--- src/rtl/dmem_reader_pkg.sv ---
// Shared types and default widths for the DMem result reader.
// Optional feature macro: DMEM_READER_CHECKSUM_EN (adds a trailing checksum byte).
package dmem_reader_pkg;

  localparam int DMEM_ADDR_W = 8;
  localparam int DMEM_DATA_W = 8;

  typedef enum logic [2:0] {
    ST_IDLE,
    ST_FETCH,
    ST_SEND,
`ifdef DMEM_READER_CHECKSUM_EN
    ST_CSUM,
`endif
    ST_FIN
  } rd_state_t;

endpackage

--- src/rtl/dmem_reader.sv ---
// Post-run DMem reader: once start (core done) is seen, sweeps START_ADDR..END_ADDR
// through a dedicated read port and streams each byte on a valid/ready interface.
// Optional feature macro: DMEM_READER_CHECKSUM_EN appends a modular-sum byte that
// carries m_last instead of the final data byte.
module dmem_reader
  import dmem_reader_pkg::*;
#(
  parameter int ADDR_W     = DMEM_ADDR_W,
  parameter int DATA_W     = DMEM_DATA_W,
  parameter int START_ADDR = 0,
  parameter int END_ADDR   = 255
) (
  input  logic              clk,
  input  logic              reset,
  input  logic              start,
  output logic [ADDR_W-1:0] rd_addr,
  input  logic [DATA_W-1:0] rd_data,
  output logic              m_valid,
  input  logic              m_ready,
  output logic [DATA_W-1:0] m_data,
  output logic              m_last,
  output logic              busy,
  output logic              finished
);

  localparam logic [ADDR_W-1:0] START_A = ADDR_W'(START_ADDR);
  localparam logic [ADDR_W-1:0] END_A   = ADDR_W'(END_ADDR);

  // An inverted range would never reach END_ADDR without wrapping.
  if (END_ADDR < START_ADDR) begin : g_range_err
    $error("dmem_reader: END_ADDR must not be below START_ADDR");
  end

  rd_state_t         state_q;
  logic [ADDR_W-1:0] rd_addr_q;
  logic              m_valid_q;
  logic [DATA_W-1:0] m_data_q;
  logic              m_last_q;
  logic              hs;
`ifdef DMEM_READER_CHECKSUM_EN
  logic [DATA_W-1:0] csum_q;
`endif

  assign hs = m_valid_q && m_ready;

  // Sweep FSM with address counter, registered output byte and optional checksum.
  // The END_ADDR compare happens before any increment, so END_ADDR = 2**ADDR_W-1
  // never wraps the address.
  always_ff @(posedge clk or negedge reset) begin
    if (!reset) begin
      state_q   <= ST_IDLE;
      rd_addr_q <= START_A;
      m_valid_q <= 1'b0;
      m_data_q  <= '0;
      m_last_q  <= 1'b0;
`ifdef DMEM_READER_CHECKSUM_EN
      csum_q    <= '0;
`endif
    end else begin
      case (state_q)
        ST_IDLE, ST_FIN: begin
          // start is a level: holding it high in FIN replays the sweep
          if (start) begin
            rd_addr_q <= START_A;
`ifdef DMEM_READER_CHECKSUM_EN
            csum_q    <= '0;
`endif
            state_q   <= ST_FETCH;
          end
        end
        ST_FETCH: begin
          // rd_data has settled for rd_addr_q by now
          m_data_q  <= rd_data;
          m_valid_q <= 1'b1;
`ifdef DMEM_READER_CHECKSUM_EN
          m_last_q  <= 1'b0;
`else
          m_last_q  <= (rd_addr_q == END_A);
`endif
          state_q   <= ST_SEND;
        end
        ST_SEND: begin
          if (hs) begin
            m_valid_q <= 1'b0;
            m_last_q  <= 1'b0;
`ifdef DMEM_READER_CHECKSUM_EN
            csum_q    <= csum_q + m_data_q;
`endif
            if (rd_addr_q == END_A) begin
`ifdef DMEM_READER_CHECKSUM_EN
              // present the final sum straight away, it closes the stream
              m_data_q  <= csum_q + m_data_q;
              m_valid_q <= 1'b1;
              m_last_q  <= 1'b1;
              state_q   <= ST_CSUM;
`else
              state_q   <= ST_FIN;
`endif
            end else begin
              rd_addr_q <= rd_addr_q + 1'b1;
              state_q   <= ST_FETCH;
            end
          end
        end
`ifdef DMEM_READER_CHECKSUM_EN
        ST_CSUM: begin
          if (hs) begin
            m_valid_q <= 1'b0;
            m_last_q  <= 1'b0;
            state_q   <= ST_FIN;
          end
        end
`endif
        default: state_q <= ST_IDLE;
      endcase
    end
  end

  assign rd_addr  = rd_addr_q;
  assign m_valid  = m_valid_q;
  assign m_data   = m_data_q;
  assign m_last   = m_last_q;
  assign finished = (state_q == ST_FIN);
`ifdef DMEM_READER_CHECKSUM_EN
  assign busy     = (state_q == ST_FETCH) || (state_q == ST_SEND) || (state_q == ST_CSUM);
`else
  assign busy     = (state_q == ST_FETCH) || (state_q == ST_SEND);
`endif

endmodule

--- config.mk ---
export PLATFORM = sky130hd
export DESIGN_NAME = dmem_reader
export DESIGN_NICKNAME = d
export VERILOG_FILES = /design/src/rtl/dmem_reader_pkg.sv /design/src/rtl/dmem_reader.sv
export SDC_FILE = /design/constraint.sdc
export NUM_CORES = 1
export LEC_CHECK = 0
export ABC_CLOCK_PERIOD_IN_PS = 1900
export CORE_MARGIN = 2
export CORE_UTILIZATION = 43
export CTS_BUF_LIST = sky130_fd_sc_hd__clkbuf_8
export DETAILED_ROUTE_END_ITERATION = 8
export PLACE_DENSITY_LB_ADDON = 0.05
export SYNTH_ARGS = -nofsm -noshare
export SYNTH_HDL_FRONTEND = slang
export SYNTH_SLANG_ARGS = --single-unit
--- constraint.sdc ---
create_clock -name clk -period 1.9 [get_ports clk]
set_input_delay 0.38 -clock clk [delete_from_list [all_inputs] [get_ports clk]]
set_output_delay 0.38 -clock clk [all_outputs]
set_load 0.05 [all_outputs]
==> flow_summary.yaml, run 1 <==
placement:
  post-place-cells: 162
  place.gp.congestion: 0.728
  dp.final_hpwl_um: 1690
  numPortBuffers: 31
  dp_slack_ns: -0.000424
detailed_routing:
  drcViolationCount: 0
  num_vias: 847
  wl_um: 2230
  antenna_left: 0
  dr.pass1.iters: 4
  drt-vias-per-instance: 5.10
  initialDrtViolationCount: 13
  wl_per_cell_um: 13.4
yosys:
  syn_nets: 114
  synth_cell_types: 32
  synth-edff-count: 0
  synth-seq-area-share: 0.464
  synth_top_flop_cell: "dfrtp_1"
  syn_inst: 97
  avgSynthCellArea_um2: 11.1
  syn_area_um2: 1080
  synth-seq-cells: 20
  ys_async_sr_fraction: 1.00
  yosysWarnings: 0
critical_path:
  slowest_delay_ns: 0.80
  cp-end-kind: "output pin"
  critical_path_class: "flop to output pin"
  crit_required_ns: 1.52
  regToRegSetupSlack_ns: 0.16
  cp_num_cells: 1
  crit_buf_inv: 1
  critPathMaxFanout: 2
  r2r_end: "rd_addr[6]"
  reg2reg_depth: 5
  slowest_stage: "clkdlybuf4s50_1"
  worst_setup_path_start_kind: "flop"
  critPathLaunch: "m_data[6]"
  crit_chain: "clkdlybuf4s50_1"
  arrival_ns: 1.40
  reg2reg_from: "state_q[1]"
  cp_top_family: "buffers and inverters"
floorplanning:
  start_util: 0.443
  rows: 18
  die_y_um: 54.1
  coreArea_um2: 2430
  die-area_um2: 2920
  io_pins: 32
  die-width_um: 54.1
power:
  powerDensity_nw_per_um2: 1820
  irDropWorstVdd_mv: 1.33
  p_leak_nw: 0.677
  p_total_mw: 2.72
cells_and_area:
  area_delta_synth_final_pct: 38.5
  layout.nets: 154
  layout-drive-gt1-share: 0.287
  num-fill-cells: 204
  diodes: 0
  layout.cells.non_filler: 166
  post-route-util: 0.614
global_route:
  grt_pass1_vias: 837
  grt_first_pass_wirelength_um: 3670
  antenna_found_initial: 0
  grt_max_degree: 21
  track_usage: 0.180
  grt_overflow: 0
sta:
  worst_slack_ns: 0.123
  post-route-min-period_ns: 1.78
  final-setup-viol-count: 0
  maxSlewHeadroom: 0.669
  worst_slew_pin_slew_ns: 0.495
  whs_ns: 0.470
  fin_crit_sh: 0.935
  fmax_ghz: 0.563
  fin_skew_ns: 0.00779
  rsz0062_at_grt: "no"
  drv_slew: 0
  finalHoldViolCount: 0
clock_network:
  hold_buffers: 0
  cts.path.max_buffers: 2
  cts_resized: 0
  tritoncts: "done"
  clk_pin_slew_ns: 0.08
  clock_sinks: 20
  cts-root-buf: "clkbuf_8"
  numCtsBuffers: 3
  cts_setup_buffers: 0
  htreeDepth: 1
  clock_latency_ns: 0.26
outcome:
  status: "completed"
hold_path:
  hp-class: "input port to asynchronous set/reset pin"
run:
  maxCapViolations: 0
==> state kept, by name (all words and copies together) (netlist names) <==
signal	flops
m_valid	1
m_data	8
rd_addr	8
m_last	1
state_q	2
==> worst max path at each step <==
| stage | end | slack (ns) |
|---|---|---|
| floorplan | rd_addr[6] | 0.002 |
| detailed placement | rd_addr[7] | -0.0004 |
| CTS | m_data[6] | 0.11 |
| global route | rd_addr[6] | 0.03 |
| finish | m_data[6] | 0.12 |
| global placement | rd_addr[6] | 0.06 |
==> layout by cell type (no fill, tap or decap), types with 2 or more instances in the layout <==
cell type	count
nand3_1	6
o221ai_1	2
buf_4	19
o21ai_0	12
dfrtp_1	20
nor2_1	3
nand3b_1	2
inv_1	5
nand2_1	10
clkdlybuf4s50_1	19
mux2_2	8
clkbuf_8	4
ha_1	5
==> stage by stage <==
| step | cell area, µm² | setup TNS [ns] |
|---|---|---|
| final | 1490 | 0 |
| after global routing | 1490 | 0 |
| after CTS | 1490 | 0 |
| after detailed placement | 1440 | -0.000424 |
| after global placement | 1440 | 0 |
| after floorplan | 1080 | 0 |
==> metal layers <==
metal	vias to the layer above	track usage	part of all wire
met5	-	0	0
met4	0	0.0750	0.012
met3	2	0.0333	0.057
met2	21	0.274	0.43
met1	395	0.250	0.50
li1	429	-	-
==> cell families after synthesis <==
group	after synthesis	share of synthesized area
and+or+nand+nor	31	0.161
AOI/OAI and AO/OA	24	0.188
DFF	20	0.464
buffers and inverters	9	0.0452
muxes	8	0.0835
adders and majority gates	5	0.0580
==> power by group <==
| part | switching, mW | internal, mW | leakage (nW) |
|---|---|---|---|
| clock | 0.138 | 0.184 | 0.0288 |
| combinational | 1.05 | 0.670 | 0.397 |
| sequential | 0.0995 | 0.573 | 0.251 |
==> layout make-up <==
class                      instances  area (µm²)  share of cell area
clock buffer                       4        55.1              0.0369
inverter                           5        18.8              0.0126
timing repair buffer              39         353               0.236
multi-input combinational         68         529               0.354
sequential                        20         500               0.335
tap                               30        37.5              0.0251
==> cells in the mapped netlist, types with 2 or more instances <==
cell,instances,area share
nand3b_1,2,0.014
nand2_1,10,0.035
inv_1,5,0.017
nor2_1,3,0.010
dfrtp_1,20,0.46
o221ai_1,2,0.016
clkbuf_1,2,0.0070
mux2_2,8,0.084
o21ai_0,12,0.056
ha_1,5,0.058
nand3_1,6,0.028
buf_6,2,0.021
(Power assumes the default switching activity.)
==> inputs of run 2 (changes only) <==
--- a/config.mk
+++ b/config.mk
@@ -5,12 +5,14 @@
 export SDC_FILE = /design/constraint.sdc
 export NUM_CORES = 1
 export LEC_CHECK = 0
+export ABC_AREA = 1
 export ABC_CLOCK_PERIOD_IN_PS = 1900
 export CORE_MARGIN = 2
 export CORE_UTILIZATION = 43
 export CTS_BUF_LIST = sky130_fd_sc_hd__clkbuf_8
 export DETAILED_ROUTE_END_ITERATION = 8
 export PLACE_DENSITY_LB_ADDON = 0.05
+export SLEW_MARGIN = 5
 export SYNTH_ARGS = -nofsm -noshare
 export SYNTH_HDL_FRONTEND = slang
 export SYNTH_SLANG_ARGS = --single-unit
==> flow_summary.yaml, run 2 <==
sta:
  fin_crit_sh: 0.959
  worst_slack_ns: 0.0771
  post-route-min-period_ns: 1.82
  final-setup-viol-count: 0
  fmax_ghz: 0.549
  worst_slew_pin_slew_ns: 0.496
  rsz0062_at_grt: "no"
  drv_slew: 0
  fin_skew_ns: 0.00154
  setup_tns_ns: 0
  finalHoldViolCount: 0
  maxSlewHeadroom: 0.668
  whs_ns: 0.454
critical_path:
  regToRegSetupSlack_ns: 0.22
  slowest_delay_ns: 0.81
  cp-end-kind: "output pin"
  crit_required_ns: 1.52
  reg2reg_depth: 8
  crit_buf_inv: 1
  reg2reg_from: "state_q[0]"
  arrival_ns: 1.44
  r2r_end: "rd_addr[7]"
  worst_setup_path_start_kind: "flop"
  slowest_stage: "clkdlybuf4s50_1"
  critPathMaxFanout: 3
  crit_chain: "clkdlybuf4s50_1"
  critical_path_class: "flop to output pin"
  cp_top_family: "buffers and inverters"
cells_and_area:
  area_delta_synth_final_pct: 38.6
  final_area_um2: 1440
  layout.nets: 181
  diodes: 0
  final_cell_mix: "nand2_1, clkdlybuf4s50_1, dfrtp_1"
  num-fill-cells: 215
  layout_commonest_cell: "nand2_1"
  post-route-util: 0.640
  layout.cells.non_filler: 191
  layout-drive-gt1-share: 0.172
yosys:
  synth_common_cells: "nand2_1, dfrtp_1, inv_1, nor2_1, nand3_1"
  syn_area_um2: 1040
  avgSynthCellArea_um2: 8.13
  synth-edff-count: 0
  ys_async_sr_fraction: 1.00
  synthTopCellsByArea: "dfrtp_1, nand2_1, ha_1"
  synth_top_flop_cell: "dfrtp_1"
  yosys.area.top_type: "dfrtp_1"
  synth-seq-area-share: 0.481
  yosysMostFrequentCell: "nand2_1"
  synth_cell_types: 20
  syn_inst: 128
  yosysWarnings: 0
  syn_nets: 145
  synth-seq-cells: 20
  yosysTopAreaCellShare: 0.481
power:
  power.share.clock: 0.161
  seqPwrFrac: 0.254
  powerDensity_nw_per_um2: 1800
  power.switching_mw: 1.26
  irDropWorstVdd_mv: 1.48
  p_total_mw: 2.60
  p_int_mw: 1.34
  combPwrFrac: 0.584
  switching_share: 0.486
  p_leak_nw: 0.698
global_route:
  met1_usage: 0.250
  grt_max_degree: 21
  met3_usage: 0.0508
  antenna_found_initial: 0
  use_met2: 0.315
  grt_overflow: 0
  grt_pass1_vias: 922
  track_usage: 0.191
  grt_first_pass_wirelength_um: 3870
  grt-busiest-layer: "met2"
run:
  maxCapViolations: 0
clock_network:
  cts_setup_buffers: 0
  cts-root-buf: "clkbuf_8"
  tritoncts: "done"
  clock_latency_ns: 0.25
  htreeDepth: 1
  clock_sinks: 20
  clk_pin_slew_ns: 0.07
  numCtsBuffers: 3
  cts_resized: 0
  hold_buffers: 0
  cts.path.max_buffers: 2
hold_path:
  hp-class: "input port to asynchronous set/reset pin"
detailed_routing:
  num_vias: 929
  drcViolationCount: 0
  dr.pass1.iters: 4
  antenna_left: 0
  wl_um: 2280
  initialDrtViolationCount: 19
  wl_per_cell_um: 11.9
  drt-vias-per-instance: 4.86
placement:
  dp_slack_ns: 0.188
  numPortBuffers: 31
  place.gp.congestion: 0.748
  post-place-cells: 187
  dp.final_hpwl_um: 1630
  dpl_cell_area_um2: 1370
floorplanning:
  coreArea_um2: 2250
  start_util: 0.462
  rows: 17
  io_pins: 32
  die-width_um: 53.2
  die_y_um: 53.2
  die-area_um2: 2830
outcome:
  status: "completed"
-- run 2: cell types whose count changed in the layout (fill, tap and decap cells not counted), moves of 2 or more --
cell	change
nand2_2	+2
nand2_1	+44
buf_4	-6
mux2_2	-8
o221ai_1	-2
o21ai_2	+4
inv_1	+4
o21bai_1	+2
o21ai_1	+3
nor2_1	+6
o21ai_0	-8
-- run 2: worst max-delay path by stage --
stage | from | endpoint | slack [ns] | cells past startpoint
floorplan | rd_addr[1] | rd_addr[5] | 0.19 | 8
global placement | m_ready | rd_addr[7] | 0.24 | 8
detailed placement | m_ready | rd_addr[7] | 0.19 | 8
CTS | m_valid | m_valid | 0.06 | 1
global route | m_valid | m_valid | 0.01 | 1
finish | m_valid | m_valid | 0.08 | 1
-- run 2: cell type report --
type	instances	area (µm²)	area share
inverters	10	37.5	0.0260
repair buffers	34	318	0.220
flip-flops and latches	20	500	0.347
multi-input cells	95	480	0.333
clock inverters	1	30.0	0.0208
well taps	28	35.0	0.0243
clock buffers	3	41.3	0.0286
-- run 2: routing by layer --
layer | vias to the layer above | routed length (µm) | part of all wire
li1 | 470 | - | -
met1 | 437 | 1070 | 0.47
met2 | 20 | 1100 | 0.48
met3 | 2 | 100 | 0.044
met4 | 0 | 9 | 0.0039
met5 | - | 0 | 0
-- run 2: cells by family (layout without fill, tap and decap cells) --
kind of cell,count (synthesis),after routing,synth area share
flops,20,20,0.481
compound gates,14,14,0.0889
buf+inv,13,48,0.0577
simple gates,76,76,0.312
fa+ha+maj,5,5,0.0601
-- run 2: power groups by stage --
| stage | logic [mW] | clock network [mW] | registers [mW] |
|---|---|---|---|
| 2_1_floorplan | 0.710 | 0 | 1.04 |
| 3_3_place_gp | 1.50 | 0 | 0.662 |
| 3_5_place_dp | 1.53 | 0 | 0.666 |
| 4_1_cts | 1.53 | 0.430 | 0.662 |
| 5_1_grt | 1.65 | 0.449 | 0.683 |
| 6_report | 1.52 | 0.419 | 0.661 |
